--- src/rtl/tt_puf_sequencer_if.sv ---
// Control-pin and race-chain signal bundle for tt_puf_sequencer.
// The master side is the chip-level controller/environment; the slave side is the sequencer.
interface tt_puf_sequencer_if #(
  parameter int N_BITS = 8
);
  logic              start;
  logic              abort;
  logic [3:0]        seed;
  logic              multblockout;
  logic [3:0]        key_4;
  logic              pulse;
  logic              busy;
  logic              done;
  logic [N_BITS-1:0] response;

  modport master (
    output start, abort, seed, multblockout,
    input  key_4, pulse, busy, done, response
  );

  modport slave (
    input  start, abort, seed, multblockout,
    output key_4, pulse, busy, done, response
  );
endinterface

--- src/rtl/tt_puf_sequencer.sv ---
// Race-chain PUF sequencer: per challenge, applies a key, fires VOTES launches and
// majority-votes the synchronised latch output into one response bit.
module tt_puf_sequencer #(
  parameter int N_BITS     = 8,
  parameter int ARM_CYC    = 4,
  parameter int SETTLE_CYC = 8,
  parameter int VOTES      = 3
) (
  input  logic               clk,
  input  logic               rst_n,
  tt_puf_sequencer_if.slave  bus
);

  localparam int KW   = $clog2(N_BITS) + 1;
  localparam int TMAX = (ARM_CYC > SETTLE_CYC) ? ARM_CYC : SETTLE_CYC;
  localparam int TW   = $clog2(TMAX + 1);

  localparam logic [1:0] S_IDLE = 2'd0;
  localparam logic [1:0] S_ARM  = 2'd1;
  localparam logic [1:0] S_FIRE = 2'd2;
  localparam logic [1:0] S_DONE = 2'd3;

  logic [1:0]        state_q, state_d;
  logic [TW-1:0]     tmr_q, tmr_d;
  logic [KW-1:0]     k_q, k_d;
  logic [2:0]        vote_q, vote_d;
  logic [2:0]        ones_q, ones_d;
  logic [3:0]        seed_q, seed_d;
  logic [3:0]        key_q, key_d;
  logic [N_BITS-1:0] resp_q, resp_d;
  logic              sync1_q, sync2_q;

  logic              s_out;
  logic [2:0]        ones_nxt;
  logic              maj;
  logic [KW-1:0]     k_inc;

  // multblockout is asynchronous to clk; only the second flop is ever consumed
  assign s_out    = sync2_q;
  assign ones_nxt = ones_q + {2'b00, s_out};
  assign maj      = (ones_nxt > 3'(VOTES / 2));
  assign k_inc    = k_q + 1'b1;

  always_comb begin
    state_d = state_q;
    tmr_d   = tmr_q;
    k_d     = k_q;
    vote_d  = vote_q;
    ones_d  = ones_q;
    seed_d  = seed_q;
    key_d   = key_q;
    resp_d  = resp_q;
    case (state_q)
      S_IDLE: begin
        if (bus.start) begin
          seed_d  = bus.seed;
          k_d     = '0;
          vote_d  = '0;
          ones_d  = '0;
          tmr_d   = '0;
          key_d   = bus.seed;
          resp_d  = '0;
          state_d = S_ARM;
        end
      end
      S_ARM: begin
        if (bus.abort) begin
          state_d = S_IDLE;
        end else if (tmr_q == TW'(ARM_CYC - 1)) begin
          tmr_d   = '0;
          state_d = S_FIRE;
        end else begin
          tmr_d = tmr_q + 1'b1;
        end
      end
      S_FIRE: begin
        if (bus.abort) begin
          state_d = S_IDLE;
        end else if (tmr_q == TW'(SETTLE_CYC - 1)) begin
          tmr_d = '0;
          if (vote_q < 3'(VOTES - 1)) begin
            vote_d  = vote_q + 1'b1;
            ones_d  = ones_nxt;
            state_d = S_ARM;
          end else begin
            for (int i = 0; i < N_BITS; i++) begin
              if (k_q == KW'(i)) resp_d[i] = maj;
            end
            vote_d = '0;
            ones_d = '0;
            if (k_q < KW'(N_BITS - 1)) begin
              k_d     = k_inc;
              key_d   = seed_q ^ 4'(k_inc);
              state_d = S_ARM;
            end else begin
              state_d = S_DONE;
            end
          end
        end else begin
          tmr_d = tmr_q + 1'b1;
        end
      end
      default: state_d = S_IDLE;
    endcase

    // Cancelling a run discards any partial response and wins over a final-vote sample
    if (bus.abort && (state_q == S_ARM || state_q == S_FIRE)) begin
      tmr_d  = '0;
      vote_d = '0;
      ones_d = '0;
      resp_d = '0;
    end
  end

  always_ff @(posedge clk or negedge rst_n) begin
    if (!rst_n) begin
      state_q <= S_IDLE;
      tmr_q   <= '0;
      k_q     <= '0;
      vote_q  <= '0;
      ones_q  <= '0;
      seed_q  <= '0;
      key_q   <= '0;
      resp_q  <= '0;
      sync1_q <= 1'b0;
      sync2_q <= 1'b0;
    end else begin
      state_q <= state_d;
      tmr_q   <= tmr_d;
      k_q     <= k_d;
      vote_q  <= vote_d;
      ones_q  <= ones_d;
      seed_q  <= seed_d;
      key_q   <= key_d;
      resp_q  <= resp_d;
      sync1_q <= bus.multblockout;
      sync2_q <= sync1_q;
    end
  end

  assign bus.key_4    = key_q;
  assign bus.pulse    = (state_q == S_FIRE);
  assign bus.busy     = (state_q == S_ARM) || (state_q == S_FIRE);
  assign bus.done     = (state_q == S_DONE);
  assign bus.response = resp_q;

endmodule
--- src/flat_wrapper.sv ---
// flat-port wrapper written by rule: the top's interface ports become plain ports
module tt_puf_sequencer_flat 
#(
  parameter int N_BITS     = 8,
  parameter int ARM_CYC    = 4,
  parameter int SETTLE_CYC = 8,
  parameter int VOTES      = 3
)
  (clk, rst_n, bus_start, bus_abort, bus_seed, bus_multblockout, bus_key_4, bus_pulse, bus_busy, bus_done, bus_response);
  tt_puf_sequencer_if #(.N_BITS(N_BITS)) bus_i ();
  input  logic clk;
  input  logic rst_n;
  input wire logic [$bits(bus_i.start)-1:0] bus_start;
  input wire logic [$bits(bus_i.abort)-1:0] bus_abort;
  input wire logic [$bits(bus_i.seed)-1:0] bus_seed;
  input wire logic [$bits(bus_i.multblockout)-1:0] bus_multblockout;
  output wire logic [$bits(bus_i.key_4)-1:0] bus_key_4;
  output wire logic [$bits(bus_i.pulse)-1:0] bus_pulse;
  output wire logic [$bits(bus_i.busy)-1:0] bus_busy;
  output wire logic [$bits(bus_i.done)-1:0] bus_done;
  output wire logic [$bits(bus_i.response)-1:0] bus_response;
  assign bus_i.start = bus_start;
  assign bus_i.abort = bus_abort;
  assign bus_i.seed = bus_seed;
  assign bus_i.multblockout = bus_multblockout;
  assign bus_key_4 = bus_i.key_4;
  assign bus_pulse = bus_i.pulse;
  assign bus_busy = bus_i.busy;
  assign bus_done = bus_i.done;
  assign bus_response = bus_i.response;
  tt_puf_sequencer #(.N_BITS(N_BITS), .ARM_CYC(ARM_CYC), .SETTLE_CYC(SETTLE_CYC), .VOTES(VOTES)) u_core (.clk(clk), .rst_n(rst_n), .bus(bus_i));
endmodule
--- config.mk ---
export PLATFORM = sky130hd
export DESIGN_NAME = tt_puf_sequencer_flat
export DESIGN_NICKNAME = d
export VERILOG_FILES = /design/src/rtl/tt_puf_sequencer_if.sv /design/src/rtl/tt_puf_sequencer.sv /design/src/flat_wrapper.sv
export SDC_FILE = /design/constraint.sdc
export NUM_CORES = 1
export LEC_CHECK = 0
export ABC_CLOCK_PERIOD_IN_PS = 1800
export CORE_MARGIN = 2
export CORE_UTILIZATION = 40
export CTS_BUF_LIST = sky130_fd_sc_hd__clkbuf_16
export DETAILED_ROUTE_END_ITERATION = 6
export GPL_ROUTABILITY_DRIVEN = 1
export PLACE_DENSITY_LB_ADDON = 0.25
export SKIP_CTS_REPAIR_TIMING = 1
export SLEW_MARGIN = 40
export SYNTH_ARGS = -nofsm -noshare
export SYNTH_HDL_FRONTEND = slang
export SYNTH_SLANG_ARGS = --single-unit
--- constraint.sdc ---
create_clock -name clk -period 1.8 [get_ports clk]
set_input_delay 0.36 -clock clk [delete_from_list [all_inputs] [get_ports clk]]
set_output_delay 0.36 -clock clk [all_outputs]
set_load 0.02 [all_outputs]
==> results_dict.tcl, run 1 <==
set metrics [dict create \
    crit_fanout 3 \
    grt_start_max_net_pins 35 \
    worstPathCellList "buf_6 > ha_4 > or4b_1 > or4_4 > o2bb2ai_2" \
    num_rows 25 \
    number_of_synthesized_flops_with_an_enable_pin 0 \
    syn_nets 215 \
    setup.worst_path.end_class "flip-flop" \
    maxClockFrequency_mhz 539.0 \
    antenna_found_initial 0 \
    vdd.ir_drop.worst_mv 0.8543 \
    ys_seq_area_share_pct 41.90 \
    grtUsageTotal_pct 16.45 \
    synth_area_leader_cell "dfrtp_1" \
    multi_input_area_sq_um 1251 \
    die_area_sq_um 5663 \
    worst_r2r_path_depth 5 \
    grt_pass1_vias 1524 \
    place.gp.congestion 0.8413 \
    final_core_utilization_pct 60.94 \
    area_contributors_post_synth "dfrtp_1 42%, ha_1 7.4%, mux2_2 6.1%" \
    viasPerCell 5.019 \
    final_design_area_no_fill_sq_um 2935 \
    type_of_origin_of_the_critical_path "flip-flop" \
    status "finished, violations left" \
    instances_no_fill 324 \
    synth_area_per_cell_sq_um 10.47 \
    clk_root_buffer_cell "clkbuf_16" \
    synth-seq-cells 34 \
    drt_iter0_markers 69 \
    yosysMostFrequentCell "dfrtp_1" \
    routedWlPerCell_um 13.88 \
    setup_slack_ns -0.05536 \
    cts_tree "done" \
    post_route_cells_drive_above_1_share_pct 35.80 \
    yosysUniqueCellTypes 45 \
    worstHoldPathCells 0 \
    die_width_um 75.25 \
    postSynth.asyncResetShare_pct 100.0 \
    routed_wl_um 4496 \
    critPathBufInv 1 \
    clk_pin_slew_ns 0.06 \
    synth_commonest_cells "34 x dfrtp_1, 17 x nand2_1, 15 x o21ai_0" \
    route.antenna.remaining_nets 0 \
    timing.clock.skew_ns 0.006498 \
    tritoncts.num_buffers 5 \
    die_h_um 75.25 \
    number_of_instances_in_the_placed_design 309 \
    finalCritPeriodShare_pct 103.1 \
    io-pin-count 24 \
    seqCellArea_sq_um 852.1 \
    hold_viol 0 \
    finish.net_count 277 \
    initial_core_util_pct 42.16 \
    place_area_sq_um 2576 \
    slew_headroom_pct 70.92 \
    remaining_global_route_overflow 0 \
    path_depth 5 \
    buffer_ports.inserted 23 \
    first_pass_iters 4 \
    drc 0 \
    power.static_leakage_nw 1.372 \
    clock-sinks 34 \
    setup_viol_count_final 2 \
    cp_slowest_stage_delay_ns 0.48 \
    fill_cells 432 \
    synthCells 194 \
    maxCapViolations 0 \
    cts-htree-levels 2 \
    cell_with_the_biggest_individual_delay_on_the_critical_path "or4b_1" \
    failed_checks "setup timing" \
    hold-worst-slack_ns 0.3547 \
    dominantRegCellSynth "dfrtp_1" \
    grt_setup_unrepaired "yes" \
    clk_latency_ns 0.28 \
    p_per_area_nw_per_um2 1388 \
    place_hpwl_um 3054 \
    antenna_cells_inserted 0 \
    critPathRequiredTime_ns 2.01 \
    placeable_core_region_sq_um 4817 \
    max_slew.worst_pin.slew_ns 0.4362 \
    path_class "flip-flop to flip-flop" \
    cts_max_path_buffers 2 \
    synth_warnings 0 \
    final-max-slew-violation-count 0 \
    worst_hold_path_type "flip-flop to flip-flop" \
    cp.arrival_ns 2.07 \
    cp_top_family "simple AND/OR/NAND/NOR gates" \
    finalCriticalPeriod_ns 1.855 \
    vias 1626 \
    synth_top_cell_area_share_pct 41.90 \
    first_pass_grt_wire_length_um 6982 \
    area_of_the_mapped_netlist_sq_um 2031 \
    area.growth.synth_to_final_pct 44.55 \
]
-- where the power goes --
part	internal (mW)	total, mW	switching (mW)	leakage, nW
logic	1.10	2.09	0.990	0.841
clock network	0.647	0.965	0.318	0.0836
registers	0.920	1.02	0.0982	0.447
-- through the flow --
stage	setup slack (ns)	TNS, ns	power, mW
after detailed placement	-0.3410	-5.140	2.809
final	-0.05536	-0.09761	4.074
after global placement	-0.2854	-4.300	2.788
after CTS	-0.2335	-1.084	3.806
after floorplan	-0.06444	-0.6074	2.170
after global routing	-0.09998	-0.3505	4.336
-- cells in the final DEF, fill, tap and decap left out, drive strengths merged, types with 4 or more instances in the layout --
cell / instances
clkbuf: 5
nor2: 8
buf: 40
clkdlybuf4s50: 19
o21ai: 17
dlymetal6s2s: 4
a21oi: 12
o21bai: 9
mux2: 11
nand3: 4
dfrtp: 34
nand2: 17
ha: 12
inv: 9
xnor2: 5
o2bb2ai: 10
-- logic make-up after synthesis --
logic type	share of synthesized area, %
AOI/OAI and AO/OA	20.03
and+or+nand+nor	15.71
DFF	41.90
buffers and inverters	4.374
muxes	7.579
adders and majority gates	7.394
xor gates and xnor gates	3.019
-- metal layers --
layer | vias up | global-route usage (%) | routed length (um)
met4 | 0 | 5.263 | 58
li1 | 824 | - | -
met2 | 22 | 25.05 | 2151
met3 | 5 | 5.622 | 165
met1 | 775 | 22.12 | 2121
met5 | - | 0 | 0
-- path summary, 6_finish.rpt --
| check | endpoint | slack (ns) | startpoint |
|---|---|---|---|
| max | u_core.tmr_q[3] | -0.06 | u_core.state_q[1] |
| min | u_core.s_out | 0.35 | u_core.sync1_q |
| max reg2reg | u_core.tmr_q[3] | -0.06 | u_core.state_q[1] |
| min reg2reg | u_core.s_out | 0.35 | u_core.sync1_q |
| max in group asynchronous | u_core.state_q[1] | 0.97 | rst_n |
| min in group asynchronous | u_core.s_out | 0.49 | rst_n |
-- flip-flops by register name (all words and copies together), names as in the netlist --
register / cells
u_core.s_out: 1
u_core.vote_q: 3
u_core.bus.response: 8
u_core.ones_q: 3
u_core.state_q: 2
u_core.k_q: 4
u_core.sync1_q: 1
u_core.bus.key_4: 4
u_core.tmr_q: 4
u_core.seed_q: 4
-- worst register-to-register path: cells and delay by family (launching register included) --
kind            cells  cell delay [ns]
simple gates        2             0.94
flops               1             0.44
fa+ha+maj           1             0.14
buf+inv             1             0.13
compound gates      1             0.13
-- cell type report --
| cell class | instances | area share, % |
|---|---|---|
| clock inverters | 3 | 1.364 |
| repair buffers | 63 | 18.71 |
| flip-flops and latches | 34 | 29.03 |
| clock buffers | 5 | 4.263 |
| multi-input cells | 143 | 42.63 |
| well taps | 67 | 2.856 |
| inverters | 9 | 1.151 |
Power figures use the tool's default switching activity.
==> run 2: changes to the inputs <==
--- a/config.mk
+++ b/config.mk
@@ -6,5 +6,4 @@
 export NUM_CORES = 1
 export LEC_CHECK = 0
-export ABC_CLOCK_PERIOD_IN_PS = 1800
 export CORE_MARGIN = 2
 export CORE_UTILIZATION = 40
==> constraint.sdc (replaced) <==
create_clock -name clk -period 1.8 [get_ports clk]
set_input_delay 0.36 -clock clk [delete_from_list [all_inputs] [get_ports clk]]
set_output_delay 0.36 -clock clk [all_outputs]
set_load 0.005 [all_outputs]
==> run 2 against run 1 <==
Effect of this change: the flow still finishes with violations (setup timing); non-clock buffer count up 2; flip-flop and latch count did not move; first-iteration DRC count grew 20%; register-to-register slack worse by 0.02 ns; final area decreased by 0.68%; wire length grew 8.0%; clock skew fell by 0.00069 ns; utilization fell by 0.42 points.
==> results_dict.tcl, run 2 (synthesis gave the netlist of run 1 again) <==
set metrics [dict create \
    area.growth.synth_to_final_pct 43.56 \
    drc 0 \
    p_int_mw 2.502 \
    power.switching_fraction_pct 34.49 \
    setup_slack_ns -0.07339 \
    path_class "flip-flop to flip-flop" \
    routed_wl_um 4855 \
    cts-htree-levels 2 \
    die_width_um 75.25 \
    clock_power_share_pct 21.7 \
    first_pass_iters 4 \
    drt_iter0_markers 83 \
    power.static_leakage_nw 1.351 \
    critPathRequiredTime_ns 2.00 \
    most_common_cell_after_layout_fill_and_taps_aside "buf_4" \
    antenna_found_initial 0 \
    grt_setup_unrepaired "yes" \
    grt_pass1_vias 1547 \
    viasPerCell 5.193 \
    final-max-slew-violation-count 0 \
    vias 1693 \
    maxClockFrequency_mhz 533.8 \
    die_area_sq_um 5663 \
    num_rows 25 \
    post_route_cells_drive_above_1_share_pct 35.52 \
    cp.arrival_ns 2.07 \
    failed_checks "setup timing" \
    switchingPower_mw 1.318 \
    clock-sinks 34 \
    finalCriticalPeriod_ns 1.873 \
    grt_start_max_net_pins 35 \
    die_h_um 75.25 \
    io-pin-count 24 \
    finish.net_count 279 \
    place_area_sq_um 2527 \
    cts_tree "done" \
    largest_reg_flops 8 \
    place.gp.congestion 0.8280 \
    place_hpwl_um 3067 \
    initial_core_util_pct 42.16 \
    report.power.total_mw 3.820 \
    setup_viol_count_final 2 \
    max_slew.worst_pin.slew_ns 0.4614 \
    worst_hold_path_type "flip-flop to flip-flop" \
    type_of_origin_of_the_critical_path "flip-flop" \
    timing.clock.skew_ns 0.005813 \
    finalCritPeriodShare_pct 104.1 \
    seqPwrFrac_pct 26.8 \
    slew_headroom_pct 69.12 \
    crit_fanout 3 \
    route.antenna.remaining_nets 0 \
    vdd.ir_drop.worst_mv 0.9124 \
    placeable_core_region_sq_um 4817 \
    status "finished, violations left" \
    p_per_area_nw_per_um2 1310 \
    grtUsageTotal_pct 16.75 \
    first_pass_grt_wire_length_um 7251 \
    clk_latency_ns 0.28 \
    cts_max_path_buffers 2 \
    remaining_global_route_overflow 0 \
    final_design_area_no_fill_sq_um 2915 \
    clk_root_buffer_cell "clkbuf_16" \
    p_comb_share_pct 51.5 \
    routedWlPerCell_um 14.89 \
    hold_viol 0 \
    maxCapViolations 0 \
    final_cell_mix "36 x buf_4, 33 x dfrtp_1, 20 x clkdlybuf4s50_1" \
    setup.worst_path.end_class "flip-flop" \
    clk_pin_slew_ns 0.06 \
    buffer_ports.inserted 23 \
    antenna_cells_inserted 0 \
    tritoncts.num_buffers 5 \
]
[run 2: critical path: stages, from the launching register on]
cell       delay (ns)
dfrtp_2          0.41
inv_2            0.06
ha_4             0.15
nor2b_4          0.12
or4b_1           0.45
or4_4            0.45
o2bb2ai_2        0.14
[run 2: cell type report]
cell class,count,area (sq um)
fillers,451,1902
multi-input cells,143,1235
flip-flops and latches,34,852.1
repair buffers,65,569.3
clock buffers,5,125.1
well taps,67,83.83
inverters,9,33.78
clock inverters,3,16.27
[run 2: layer usage]
metal | wire (um) | global-route usage (%) | vias to the layer above
li1 | - | - | 834
met1 | 2187 | 23.58 | 811
met2 | 2411 | 25.54 | 44
met3 | 207 | 4.418 | 4
met4 | 48 | 4.678 | 0
met5 | 0 | 0 | -
[run 2: metrics by stage]
step	utilization (%)	setup TNS [ns]	hold WS (ns)	std cells	worst slack, ns
after floorplan	-	-0.07435	0.06441	194	-0.04106
after global placement	52.47	-4.114	0.3350	304	-0.2478
after detailed placement	52.47	-4.619	0.3371	304	-0.2893
after CTS	55.40	-0.9840	0.3490	312	-0.1489
after global routing	60.52	-1.240	0.3700	326	-0.1349
final	60.52	-0.1279	0.3472	326	-0.07339
[run 2: final timing paths]
| check | from | end | slack, ns | cells past startpoint |
|---|---|---|---|---|
| min reg2reg | u_core.sync1_q | u_core.s_out | 0.35 | 0 |
| max reg2reg | u_core.state_q[1] | u_core.tmr_q[3] | -0.07 | 6 |
| max | u_core.state_q[1] | u_core.tmr_q[3] | -0.07 | 6 |
| min | u_core.sync1_q | u_core.s_out | 0.35 | 0 |
| min in group asynchronous | rst_n | u_core.bus.response[2] | 0.51 | 2 |
| max in group asynchronous | rst_n | u_core.state_q[1] | 0.96 | 2 |
[run 2: power by group through the flow]
stage | clock network (mW) | registers, mW | logic (mW)
finish | 0.829 | 1.02 | 1.97
global route | 0.878 | 1.04 | 2.17
CTS | 0.833 | 1.02 | 1.62
detailed placement | 0 | 1.03 | 1.61
global placement | 0 | 1.03 | 1.59
floorplan | 0 | 1.02 | 1.01
==> RTL change (settings of run 2) <==
`SETTLE_CYC` is set to 8 in 2 places; all go to 16.
--- a/src/rtl/tt_puf_sequencer.sv
+++ b/src/rtl/tt_puf_sequencer.sv
@@ -4,5 +4,5 @@
   parameter int N_BITS     = 8,
   parameter int ARM_CYC    = 4,
-  parameter int SETTLE_CYC = 8,
+  parameter int SETTLE_CYC = 16,
   parameter int VOTES      = 3
 ) (
--- a/src/flat_wrapper.sv
+++ b/src/flat_wrapper.sv
@@ -4,5 +4,5 @@
   parameter int N_BITS     = 8,
   parameter int ARM_CYC    = 4,
-  parameter int SETTLE_CYC = 8,
+  parameter int SETTLE_CYC = 16,
   parameter int VOTES      = 3
 )
Check against the original RTL: no difference found for any inputs over 10 cycles, from zero or initial values and one cycle with rst_n low; that may be too few to reach the edited logic, so the function may still have changed.
==> RTL change against run 2 <==
The flow still finishes with violations (setup timing). Cell area is 3.3% lower. Clock power decreased by 0.5%. Synthesized area decreased by 5.5%. Die area down 5.3%. Sequential cell count grew 1. Hold slack better by 0.00076 ns. Fmax decreased by 5.2%. Wire length fell by 14%. Synthesized cell count fell by 2.1%. Setup slack got worse by 0.10 ns. Power up 6.4%. Count of clock-buffer cells in the layout did not move. Critical endpoint is now u_core.bus.response[5]. Largest cell class unchanged. Highest routed layer unchanged.
==> RTL change: results (changes against run 2) <==
----------------------------------------------------
[Worst setup path]
  Path depth of the worst reg2reg path ... 9 (+3)
  Crit Path Max Fanout ... 8 (+5)
  Worst endpoint data arrival time ... 2.13 ns (+0.06 ns)

[Placement]
  Placement Cell Area ... 2500 µm² (-1.2%)
  Cell Count Post-Placement ... 293 (-3.6%)
  Final HPWL from detailed placement ... 2970 µm (-3.1%)

[Run status]
  Outcome ... finished, violations left
  Violated checks ... setup timing

[Global routing]
  Overall routing resource usage ... 0.167 (-0.000256)
  Number of global-route vias before repair ... 1480 (-4.3%)
  Wire length of the first global-routing pass ... 6750 µm (-6.9%)
  Maximum number of pins on one net before global-route repair ... 36 (+2.9%)

[Synth]
  Post-Synthesis Cells ... 190 (-2.1%)
  Post-Syn Nets ... 213 (-0.93%)
  Distinct cell type count of the synthesized netlist ... 36 (-20%)
  Share of the synthesized area in the top cell type ... 0.457 (+0.0376)
  Register area share after synthesis ... 0.457 (+0.0376)
  Top post-synthesis cells by count ... sky130_fd_sc_hd__dfrtp_1 (35), sky130_fd_sc_hd__nor2_1 (20), sky130_fd_sc_hd__nand2_1 (19), sky130_fd_sc_hd__o21ai_0 (16), sky130_fd_sc_hd__a21oi_1 (15)
  Largest cells by area after synthesis ... sky130_fd_sc_hd__dfrtp_1 (46%), sky130_fd_sc_hd__ha_1 (9.1%), sky130_fd_sc_hd__o21ai_0 (4.2%)

[Clocking]
  Num CTS Buffers ... 5 (unchanged)
  Clk slew on worst S/H paths ... 0.05 ns

[Drt]
  Routed Wire Length ... 4190 µm (-14%)
  Mean routed wirelength per cell ... 13.7 µm (-8.1%)
  Via-to-Cell Ratio ... 5.16 (-0.70%)
  Number of DRC markers in iteration 0 ... 99 (+19%)
  First-pass detailed-route iteration total ... 6 (+2)

[STA]
  Worst-margin pin slew ... 0.451 ns (-0.0107 ns)
  Final Worst Setup Slack ... -0.176 ns (-0.103 ns)
  Clk_skew ... 0.00669 ns (+0.000881 ns)
  Setup violations, final ... 15 (+13)

[Final layout]
  Share of post-route cells with drive strength above 1 ... 0.365 (+0.00987)
  Number of fill cells in the layout ... 389 (-14%)
  Count of inserted antenna diode cells ... 0 (unchanged)
  Net count of the finished layout ... 274 (-1.8%)
  Largest register FFs ... 8 (unchanged)

[Pwr]
  Peak supply drop ... 0.597 mV (-35%)
  Lkg Pwr ... 1.33 nW (-1.3%)

----------------------------------------------------
-- RTL change: where the power goes --
group | internal [W] | switching, W | total, W
Combinational | 0.00115 | 0.00103 | 0.00218
Clock | 0.000504 | 0.000321 | 0.000825
Sequential | 0.000953 | 0.000108 | 0.00106
-- RTL change: worst paths after layout --
kind                                 start                     end  slack, ns
max                        u_core.tmr_q[0]  u_core.bus.response[5]      -0.18
min                         u_core.sync1_q            u_core.s_out       0.35
max reg2reg                u_core.tmr_q[0]  u_core.bus.response[5]      -0.18
min reg2reg                 u_core.sync1_q            u_core.s_out       0.35
max in group asynchronous            rst_n        u_core.seed_q[1]       0.98
min in group asynchronous            rst_n         u_core.tmr_q[2]       0.51
-- RTL change: critical path, stage by stage (launching register included) --
cell	delay (ns)
sky130_fd_sc_hd__dfrtp_1	0.36
sky130_fd_sc_hd__ha_2	0.20
sky130_fd_sc_hd__nand3_2	0.08
sky130_fd_sc_hd__inv_2	0.07
sky130_fd_sc_hd__ha_4	0.12
sky130_fd_sc_hd__inv_2	0.04
sky130_fd_sc_hd__o311a_4	0.31
sky130_fd_sc_hd__a21o_4	0.26
sky130_fd_sc_hd__nor2_2	0.11
sky130_fd_sc_hd__mux2_4	0.30
-- RTL change: area by class of cell --
cell class                      count  area, µm²  share of cell area
Clock inverter                      3       16.3             0.00577
Clock buffer                        5        125              0.0444
Inverter                            8       30.0              0.0106
Tap cell                           54       67.6              0.0240
Multi-Input combinational cell    142       1180               0.419
Sequential cell                    35        876               0.311
Timing Repair Buffer               59        523               0.185
-- RTL change: cell families after synthesis --
group / after synthesis / synth area share
compound gates: 40 / 0.128
xor+xnor: 8 / 0.0365
flops: 35 / 0.457
mux: 18 / 0.102
simple gates: 62 / 0.155
fa+ha+maj: 14 / 0.0913
buf+inv: 13 / 0.0307
-- RTL change: per-layer routing --
metal / wire [µm] / global-route usage / vias up
met2: 2080 / 0.276 / 27
met1: 1890 / 0.207 / 765
met3: 136 / 0.0428 / 8
met4: 83 / 0.0679 / 0
met5: 0 / 0 / -
li1: - / - / 778
-- RTL change: stage by stage --
stage / worst slack [ns] / power, W / TNS [ns] / hold slack (ns) / util
finish: -0.176 / 0.00407 / -1.53 / 0.348 / 0.605
global route: -0.262 / 0.00434 / -3.49 / 0.358 / 0.605
CTS: -0.221 / 0.00378 / -2.29 / 0.351 / 0.566
detailed placement: -0.365 / 0.00294 / -5.29 / 0.338 / 0.536
global placement: -0.322 / 0.00289 / -4.65 / 0.337 / 0.536
floorplan: -0.140 / 0.00218 / -1.09 / 0.0644 / -
